## src/rtl/lfsr_timer_pkg.sv

```systemverilog
// Shared state encoding, mode values and legacy LFSR constants for the
// programmable LFSR tick timer.
package lfsr_timer_pkg;

   typedef enum logic [1:0] {
      IDLE = 2'd0,
      RUN  = 2'd1,
      DONE = 2'd2
   } state_t;

   localparam logic MODE_PERIODIC = 1'b0;
   localparam logic MODE_ONESHOT  = 1'b1;

   // Legacy 16-bit 1 ms tick generator configuration.
   localparam logic [15:0] DEFAULT_TAPS = 16'h002D;
   localparam logic [15:0] DEFAULT_SEED = 16'hFFFF;

endpackage

```

## src/rtl/lfsr_galois_step.sv

```systemverilog
// One Galois LFSR step: shift left, and when the MSB falls out, XOR the tap
// mask in (bit 0 always takes the MSB).
module lfsr_galois_step
   import lfsr_timer_pkg::*;
#(
   parameter int               WIDTH = 16,
   parameter logic [WIDTH-1:0] TAPS  = WIDTH'(DEFAULT_TAPS)
) (
   input  logic [WIDTH-1:0] lfsr,
   output logic [WIDTH-1:0] lfsr_next
);

   localparam logic [WIDTH-1:0] FEEDBACK = TAPS | WIDTH'(1);

   assign lfsr_next = {lfsr[WIDTH-2:0], 1'b0} ^ (FEEDBACK & {WIDTH{lfsr[WIDTH-1]}});

endmodule

```

## src/rtl/lfsr_tick_timer.sv

```systemverilog
// Programmable LFSR tick generator with periodic / one-shot modes.
// Optional tick counter output enabled by defining LFSR_TICK_COUNT_EN.
module lfsr_tick_timer
   import lfsr_timer_pkg::*;
#(
   parameter int               WIDTH = 16,
   parameter logic [WIDTH-1:0] TAPS  = WIDTH'(DEFAULT_TAPS),
   parameter logic [WIDTH-1:0] SEED  = {WIDTH{1'b1}}
`ifdef LFSR_TICK_COUNT_EN
   ,
   parameter int               CNT_W = 16
`endif
) (
   input  logic             clk,
   input  logic             rst,
   input  logic             enable,
   input  logic             start,
   input  logic             stop,
   input  logic             mode,
   input  logic [WIDTH-1:0] term_val,
   output logic             tick,
   output logic             busy,
   output logic             done,
   output logic             cfg_err
`ifdef LFSR_TICK_COUNT_EN
   ,
   output logic [CNT_W-1:0] tick_cnt
`endif
);

   state_t           state, state_d;
   logic [WIDTH-1:0] lfsr, lfsr_d, lfsr_step;
   logic [WIDTH-1:0] term_q, term_d;
   logic             mode_q, mode_d;
   logic             tick_d, cfg_err_d;
   logic             start_req, start_ok, term_hit;

   lfsr_galois_step #(
      .WIDTH (WIDTH),
      .TAPS  (TAPS)
   ) u_step (
      .lfsr      (lfsr),
      .lfsr_next (lfsr_step)
   );

   // Stop outranks start; start is only heard outside RUN.
   assign start_req = start && !stop && (state != RUN);
   assign start_ok  = start_req && (term_val != '0);
   assign term_hit  = (state == RUN) && enable && (lfsr == term_q);

   always_comb begin
      // NOTE: default every comb output first so no path leaves it unassigned (no latch).
      state_d = state;
      if (stop) begin
         state_d = IDLE;
      end else if (start_ok) begin
         state_d = RUN;
      end else if (term_hit && (mode_q == MODE_ONESHOT)) begin
         state_d = DONE;
      end
   end

   always_comb begin
      lfsr_d    = lfsr;
      term_d    = term_q;
      mode_d    = mode_q;
      tick_d    = term_hit && !stop;
      cfg_err_d = start_req && (term_val == '0);
      if (stop || (state != RUN)) begin
         lfsr_d = SEED;
      end else if (enable) begin
         lfsr_d = term_hit ? SEED : lfsr_step;
      end
      if (start_ok) begin
         term_d = term_val;
         mode_d = mode;
      end
   end

   always_ff @(posedge clk or posedge rst) begin
      if (rst) begin
         state   <= IDLE;
         lfsr    <= SEED;
         term_q  <= '0;
         mode_q  <= MODE_PERIODIC;
         tick    <= 1'b0;
         busy    <= 1'b0;
         done    <= 1'b0;
         cfg_err <= 1'b0;
      end else begin
         // NOTE: sequential state uses non-blocking assignment so all flops update together.
         state   <= state_d;
         lfsr    <= lfsr_d;
         term_q  <= term_d;
         mode_q  <= mode_d;
         tick    <= tick_d;
         busy    <= (state_d == RUN);
         done    <= (state_d == DONE);
         cfg_err <= cfg_err_d;
      end
   end

`ifdef LFSR_TICK_COUNT_EN
   always_ff @(posedge clk or posedge rst) begin
      if (rst) begin
         tick_cnt <= '0;
      end else if (stop || start_ok) begin
         tick_cnt <= '0;
      end else if (tick_d) begin
         tick_cnt <= tick_cnt + CNT_W'(1);
      end
   end
`endif

endmodule

```

## config.mk

```make
export PLATFORM = sky130hd
export DESIGN_NAME = lfsr_tick_timer
export DESIGN_NICKNAME = d
export VERILOG_FILES = /design/src/rtl/lfsr_timer_pkg.sv /design/src/rtl/lfsr_galois_step.sv /design/src/rtl/lfsr_tick_timer.sv
export SDC_FILE = /design/constraint.sdc
export NUM_CORES = 1
export LEC_CHECK = 0
export ABC_AREA = 0
export CORE_ASPECT_RATIO = 1.25
export CORE_UTILIZATION = 40
export CTS_BUF_LIST = sky130_fd_sc_hd__clkbuf_16
export CTS_CLUSTER_DIAMETER = 50
export DETAILED_ROUTE_END_ITERATION = 8
export HOLD_SLACK_MARGIN = 0.08
export SYNTH_ARGS = -nofsm -noshare
export SYNTH_HDL_FRONTEND = slang
export SYNTH_SLANG_ARGS = --single-unit
```

## constraint.sdc

```tcl
create_clock -name clk -period 2.55 [get_ports clk]
set_input_delay 0.255 -clock clk [delete_from_list [all_inputs] [get_ports clk]]
set_output_delay 0.255 -clock clk [all_outputs]
set_load 0.01 [all_outputs]
```

# --- Word level (Yosys, flattened, before mapping) ---
# Index checks and enable logic that the tools add are counted.
op_classes:
  eq_ne: 5
  n_mux: 6
  bitwise_logic: 1
  n_reduce_logical: 13
op_table:
  columns: ["operator", "n"]
  rows:
  - ["$mux 16", 3]
  - ["$eq 16x16->1", 1]
  - ["$logic_not 16->1", 1]
  - ["$reduce_bool 16->1", 1]
  - ["$xor 16x6->16", 1]
  - ["$logic_and 1x1->1", 8]
  - ["$mux 2", 3]
  - ["$eq 2x1->1 const B", 2]
  - ["$eq 2x2->1 const B", 1]
  - ["$ne 2x1->1 const B", 1]
  - ["$reduce_bool 2->1", 1]
  - ["$logic_not 1->1", 1]
  - ["$logic_or 1x1->1", 1]
totals:
  reg_bits: 39
  input_bits: 22
  out_inout_bits: 4

# --- Depth between registers and ports, before layout ---
# Gate-level depths: netlist (run 1).
logic_depth:
  depth_word: 8
  depth_mapped: 6
  ltp_nobuf: 5

# --- Modules after synthesis ---
# A second synthesis (run 1) with hierarchy kept.
unflattened:
  hier_cells: 183
  area_unflattened_um2: 2009.4
by_module_without_submodules:
  columns: ["module", "instances", "cells_each", "area_per_inst_um2", "seq_area_each_um2"]
  rows:
  - ["lfsr_tick_timer", 1, 167, 1885.6, 996.0]
  - ["lfsr_galois_step", 1, 16, 123.9, 0.0]

# --- Worst setup path before layout (run 1) ---
# OpenSTA, ideal clock, no wires.
synth_path:
  kind: "flip-flop to flip-flop"
  startpoint: "register lfsr[3]"
  endpoint: "register lfsr[3]"
  setup_time_ns: 0.083
  arrival_time_ns: 1.486
  required_ns: 2.467
  slack_ns: 0.981
  stages_incl_launch_ff: 7
  n_path_buf: 1
  period_less_slack_ns: 1.569
  path_cell_list: "dfstp_2 xnor2_1 nand3_1 nor4_1 nand4_1 buf_2 a41oi_1"
synth_between:
  elab_chain_len: 5
synth_lines:
  columns: ["item", "line_no", "text"]
  rows:
  - ["start: declaration", "lfsr_tick_timer.sv:32", "logic [WIDTH-1:0] lfsr, lfsr_d, lfsr_step;"]
  - ["start signal: assignment", "lfsr_tick_timer.sv:93", "lfsr <= lfsr_d;"]
  - ["$eq 16x16->1", "lfsr_tick_timer.sv:49", "assign term_hit = (state == RUN) && enable && (lfsr == term_q);"]
  - ["$logic_and 1x1->1", "lfsr_tick_timer.sv:49", null]
  - ["$mux 16", "lfsr_tick_timer.sv:72", "lfsr_d = term_hit ? SEED : lfsr_step;"]
  - ["$mux 16", "lfsr_tick_timer.sv:71", "end else if (enable) begin"]
  - ["$mux 16", "lfsr_tick_timer.sv:69", "if (stop || (state != RUN)) begin"]
# Every way passes these cells. The select of a mux whose other input is x is not followed.
# A chain may end at the register's enable or synchronous reset.

# --- Worst setup path after layout (run 1) ---
layout_path:
  startpoint: "input port term_val[13]"
  endpoint: "register term_q[8]"
layout_between:
  elab_chain_len: 2
layout_lines:
  columns: ["item", "line_no", "text"]
  rows:
  - ["start: declaration", "lfsr_tick_timer.sv:20", "input logic [WIDTH-1:0] term_val,"]
  - ["$reduce_bool 16->1", "lfsr_tick_timer.sv:48", "assign start_ok = start_req && (term_val != '0);"]
  - ["$logic_and 1x1->1", "lfsr_tick_timer.sv:48", null]
  - ["end signal: assignment", "lfsr_tick_timer.sv:94", "term_q <= term_d;"]
  - ["end: declaration", "lfsr_tick_timer.sv:33", "logic [WIDTH-1:0] term_q, term_d;"]
# Every way passes these cells.

==> flow_metrics.tcl, run 1 <==
set metrics [dict create \
    max-slew-margin-rel_pct 67.9 \
    synth_cells 166 \
    fin_skew_ns 0.00320 \
    dp_hpwl_mm 2.89 \
    vias_per_cell 5.29 \
    drc 0 \
    areaGrowthSynthToFinish_pct 24.7 \
    met1_length_mm 1.63 \
    fin_cells 251 \
    cts.sinks 39 \
    initial_core_util_pct 42.3 \
    startpoint_type "primary input" \
    dieWidth_um 63.5 \
    routed.top_layer "met4" \
    finalHoldViolations 0 \
    ir_worst_vdd_mv 0.382 \
    ant_nets 0 \
    wirelength_mm 4.01 \
    max_slew.worst_pin.slew_ns 0.481 \
    die-height_um 78.8 \
    ios 26 \
    wl_per_cell_um 16.0 \
    cts_hold_buf 0 \
    criticalPathCategory "in -> reg" \
    cts_tree "done" \
    arrival_ns 2.22 \
    first_pass_iters 4 \
    synth-seq-cells 39 \
    cts.path.max_buffers 2 \
    max_cap_viol_count 0 \
    clk_latency_ns 0.27 \
    placed_cells 243 \
    finalMaxSlewViolations 0 \
    min-delay-path-class "in -> async" \
    path_clk_slew_ns 0.05 \
    clockRootBuffer "clkbuf_16" \
    nNetsFinal 214 \
    post-cts-setup-buffers 0 \
    yosysSeqAreaShare_pct 52.8 \
    grt_overflow 0 \
    dr_wl_met3_um 105 \
    worst-path-max-fanout 16 \
    vias 1329 \
    grt_pass1_vias 1348 \
    final_util_pct 52.8 \
    antenna_found_initial 0 \
    gr-usage-all-layers_pct 17.2 \
    outcome "finished, final reports clean" \
    core_sq_um 4460 \
    cts-htree-levels 2 \
    portBuffers 25 \
    avgSynthCellArea_sq_um 11.4 \
    wl_met2_mm 2.26 \
    syn_area_sq_um 1890 \
    layout_common_cells "25 x clkdlybuf4s50_1, 23 x dfrtp_1, 18 x nor3_1" \
    final_common_cell "clkdlybuf4s50_1" \
    rsz0062_at_grt "false" \
    leakagePower_nw 0.835 \
    grt_pass1_wl_mm 6.44 \
    period_needed_ns 2.06 \
    synth_warnings 0 \
    drive_above_1_share_pct 22.8 \
    fp-row-count 27 \
    synthesis.nets 188 \
    grt_max_degree 40 \
    die-area_sq_um 5000 \
    cts_made_buffers 5 \
    gp_congestion 0.723 \
    cts_resized 0 \
    drtIter0Drc 23 \
    fmax_ghz 0.485 \
    power_density_nw_per_um2 662 \
    antenna_cells 0 \
    synth_cell_types 27 \
    tns_ns 0 \
    post-route-period-util_pct 80.9 \
    cp.required_ns 2.71 \
    end_kind "flop" \
    finalSetupViolCount 0 \
]
==> worst max-delay path: stages <==
cell	delay [ns]
clkdlybuf4s50_1	0.42
nor4_1	0.45
nand4_1	0.25
nand2_1	0.30
buf_12	0.19
mux2_2	0.35
==> cells in the mapped netlist (all sizes together) <==
cell / number / area, sq um
dfrtp: 23 / 576
nor3: 18 / 90.1
dfstp: 16 / 420
mux2: 15 / 169
nor3b: 14 / 110
a21oi: 13 / 65.1
xor2: 13 / 114
nor4: 10 / 62.6
clkbuf: 6 / 22.5
xnor2: 6 / 52.6
buf: 5 / 25.0
nand2: 4 / 15.0
a41oi: 3 / 26.3
nand4: 3 / 18.8
a2bb2oi: 2 / 17.5
nand2b: 2 / 12.5
nand3: 2 / 10.0
nand3b: 2 / 15.0
nor2b: 2 / 20.0
o21ai: 2 / 10.0
a22o: 1 / 8.76
inv: 1 / 3.75
nand4bb: 1 / 11.3
nor2: 1 / 3.75
nor4b: 1 / 8.76
==> path summary, 6_finish.rpt <==
check / slack, ns / start / to / depth (start not counted)
setup reg to reg: 0.65 / lfsr[3] / lfsr[2] / 6
max in group asynchronous: 1.80 / rst / lfsr[6] / 3
hold reg to reg: 0.53 / term_q[7] / term_q[7] / 1
setup / recovery: 0.49 / term_val[13] / term_q[8] / 6
min in group clk: 0.53 / term_q[7] / term_q[7] / 1
hold / removal: 0.40 / rst / cfg_err / 3
==> stage by stage <==
step	power (mW)	hold WS, ns	instance area (sq um)	setup slack (ns)
after global routing	1.64	0.456	2350	0.483
after floorplan	0.892	0.321	1890	0.981
after CTS	1.58	0.419	2350	0.536
after global placement	0.980	0.517	2210	0.301
final	1.56	0.396	2350	0.486
after detailed placement	0.990	0.519	2210	0.261
==> power breakdown <==
group	total [mW]	internal, mW	switching, mW
Sequential	0.741	0.687	0.0533
Clock	0.579	0.355	0.225
Combinational	0.238	0.130	0.108
==> routing by layer <==
metal,vias to the layer above,track usage [%]
met5,-,0
met4,0,4.77
met3,2,4.02
met2,24,31.4
met1,643,19.7
li1,660,-
==> logic make-up (layout without fill, tap and decap cells) <==
| kind of cell | count (synthesis) | in the layout | share of synthesized area [%] |
|---|---|---|---|
| flip-flops | 39 | 39 | 52.7 |
| XOR/XNOR | 19 | 19 | 8.81 |
| AND/OR/NAND/NOR | 60 | 60 | 20.0 |
| buffers and inverters | 12 | 39 | 2.72 |
| multiplexers | 15 | 15 | 8.95 |
| AO/OA/AOI/OAI | 21 | 21 | 6.76 |
==> sequential cells by signal, indices dropped and copies added (netlist names) <==
register  flops
tick          1
state         2
lfsr         16
mode_q        1
busy          1
done          1
cfg_err       1
term_q       16
==> final cells by class <==
| class | count | area, sq um |
|---|---|---|
| Fill cell | 400 | 2110 |
| Sequential cell | 39 | 996 |
| Multi-Input combinational cell | 115 | 841 |
| Timing Repair Buffer | 30 | 300 |
| Clock buffer | 5 | 125 |
| Tap cell | 58 | 72.6 |
| Clock inverter | 3 | 15.0 |
| Inverter | 1 | 3.75 |
Power figures use the tool's default switching activity.
==> run 2: changes to the inputs <==
==> constraint.sdc (replaced) <==
create_clock -name clk -period 1.7 [get_ports clk]
set_input_delay 0.17 -clock clk [delete_from_list [all_inputs] [get_ports clk]]
set_output_delay 0.17 -clock clk [all_outputs]
set_load 0.01 [all_outputs]
==> run 2 against run 1 <==
  * The flow now finishes with violations (negative setup slack)
  * Sequential power up 50%
  * Design area rose by 8.4%
  * Total power increased by 54%
  * Non-clock buffer count grew 16
  * Sequential share of layout area fell by 3.3 points
  * Setup slack lost 0.53 ns
  * Sequential cell count unchanged
  * Clock power rose by 50%
  * Largest cell class unchanged
==> flow_metrics.tcl, run 2 (synthesis results as in run 1) <==
set metrics [dict create \
    outcome "complete, but fails checks" \
    violations "negative setup slack" \
    dp_hpwl_mm 3.18 \
    vias_per_cell 5.48 \
    wirelength_mm 4.45 \
    die-height_um 78.8 \
    cts_made_buffers 5 \
    rsz0062_at_grt "true" \
    clockRootBuffer "clkbuf_16" \
    ios 26 \
    die-area_sq_um 5000 \
    areaGrowthSynthToFinish_pct 35.1 \
    grt_pass1_wl_mm 7.29 \
    nNetsFinal 230 \
    vias 1463 \
    fillerInstances 416 \
    top_regs "lfsr x16, term_q x16, state x2" \
    max_slew.worst_pin.slew_ns 0.480 \
    reg2reg_depth 6 \
    dieWidth_um 63.5 \
    placed_cells 259 \
    r2r-end "lfsr[5]" \
    fmax_ghz 0.575 \
    clk_latency_ns 0.28 \
    period_needed_ns 1.74 \
    min-delay-path-class "in -> async" \
    leakagePower_nw 0.938 \
    initial_core_util_pct 42.3 \
    finalHoldViolations 0 \
    drc 0 \
    gp_congestion 0.766 \
    timing.rr.start "lfsr[3]" \
    startpoint_type "flop" \
    post-place-ws_ns -0.313 \
    grt_overflow 0 \
    power_density_nw_per_um2 941 \
    finalMaxSlewViolations 0 \
    cpPeakStageDelay_ns 0.55 \
    path_clk_slew_ns 0.05 \
    grt_pass1_vias 1568 \
    drive_above_1_share_pct 34.0 \
    ant_nets 0 \
    drtIter0Drc 35 \
    slowest_stage "dfstp_2" \
    wl_per_cell_um 16.7 \
    post-route-period-util_pct 102 \
    first_pass_iters 4 \
    fp-row-count 27 \
    antenna_cells 0 \
    crit_buf_inv 1 \
    cts.sinks 39 \
    finalPower_mw 2.40 \
    crit_chain "xnor2_2, nand3_2, nor4_4, nand4_1, buf_6, a41oi_2" \
    cts-htree-levels 2 \
    fin_skew_ns 0.00350 \
    cts.path.max_buffers 2 \
    cp.required_ns 1.90 \
    tns_ns -0.167 \
    cts_tree "done" \
    criticalPathCategory "reg -> reg" \
    layout_common_cells "25 x clkdlybuf4s50_1, 23 x dfrtp_1, 18 x nor3_1, 18 x buf_4, 16 x dfstp_2" \
    max-slew-margin-rel_pct 68.0 \
    worst-path-max-fanout 10 \
    critical_path.top_delay_family "simple AND/OR/NAND/NOR gates" \
    max_cap_viol_count 0 \
    core_sq_um 4460 \
    finalSetupViolCount 9 \
    ir_worst_vdd_mv 0.581 \
    end_kind "flop" \
    final_common_cell "clkdlybuf4s50_1" \
    portBuffers 25 \
    gr-usage-all-layers_pct 19.2 \
    setup_ws_ns -0.0397 \
    reg2reg_slack_ns -0.04 \
    grt_max_degree 40 \
    antenna_found_initial 0 \
    arrival_ns 1.94 \
    fin_cells 267 \
]
run 2: changes by cell type in the layout (fill, tap and decap cells not counted), sizes merged:
| cell | delta |
|---|---|
| clkinvlp | -1 |
| inv | +2 |
| clkinv | -1 |
| buf | +16 |
run 2: per-stage QoR:
step                      instance area [sq um]  hold slack [ns]  utilization (%)
after global placement                     2330            0.526             52.3
after global routing                       2550            0.402             57.2
after CTS                                  2500            0.341             56.1
after floorplan                            1890            0.236                -
after detailed placement                   2330            0.533             52.3
final                                      2550            0.319             57.2
run 2: report_power, final:
part	internal, mW	switching, mW
Clock	0.529	0.342
Combinational	0.227	0.192
Sequential	1.03	0.0802
Total	1.79	0.614
run 2: worst max path at each step:
stage,cells after the start,startpoint,end
finish,6,lfsr[3],lfsr[5]
global route,6,lfsr[3],lfsr[10]
CTS,6,lfsr[3],lfsr[5]
detailed placement,6,term_val[10],term_q[2]
global placement,6,term_val[10],term_q[0]
floorplan,6,lfsr[3],lfsr[3]
run 2: repair_timing:
item | 4_1_cts | 5_1_grt
buffers inserted | 0 | 0
setup endpoints to repair | 22 | 35
pin swaps | 3 | 3
hold buffers | 0 | 0
cloned | 0 | 0
gates resized for setup | 5 | 11
run 2: cell type report:
class	instances	area [sq um]	area share (%)
multi-input combinational	115	913	35.8
inverter	1	3.75	0.147
tap	58	72.6	2.84
timing repair buffer	46	428	16.8
clock buffer	5	125	4.90
clock inverter	3	12.5	0.490
sequential	39	996	39.0
run 2: routing by layer:
layer / part of all wire, % / up-vias / global-route usage [%]
met5: 0 / - / 0
met1: 38 / 736 / 21.1
li1: - / 689 / -
met4: 2.7 / 0 / 8.86
met2: 56 / 27 / 34.8
met3: 3.2 / 11 / 4.31
run 2: worst min-delay path: cells and delay by family:
family	cells	cell delay [ns]
buf+inv	3	0.86
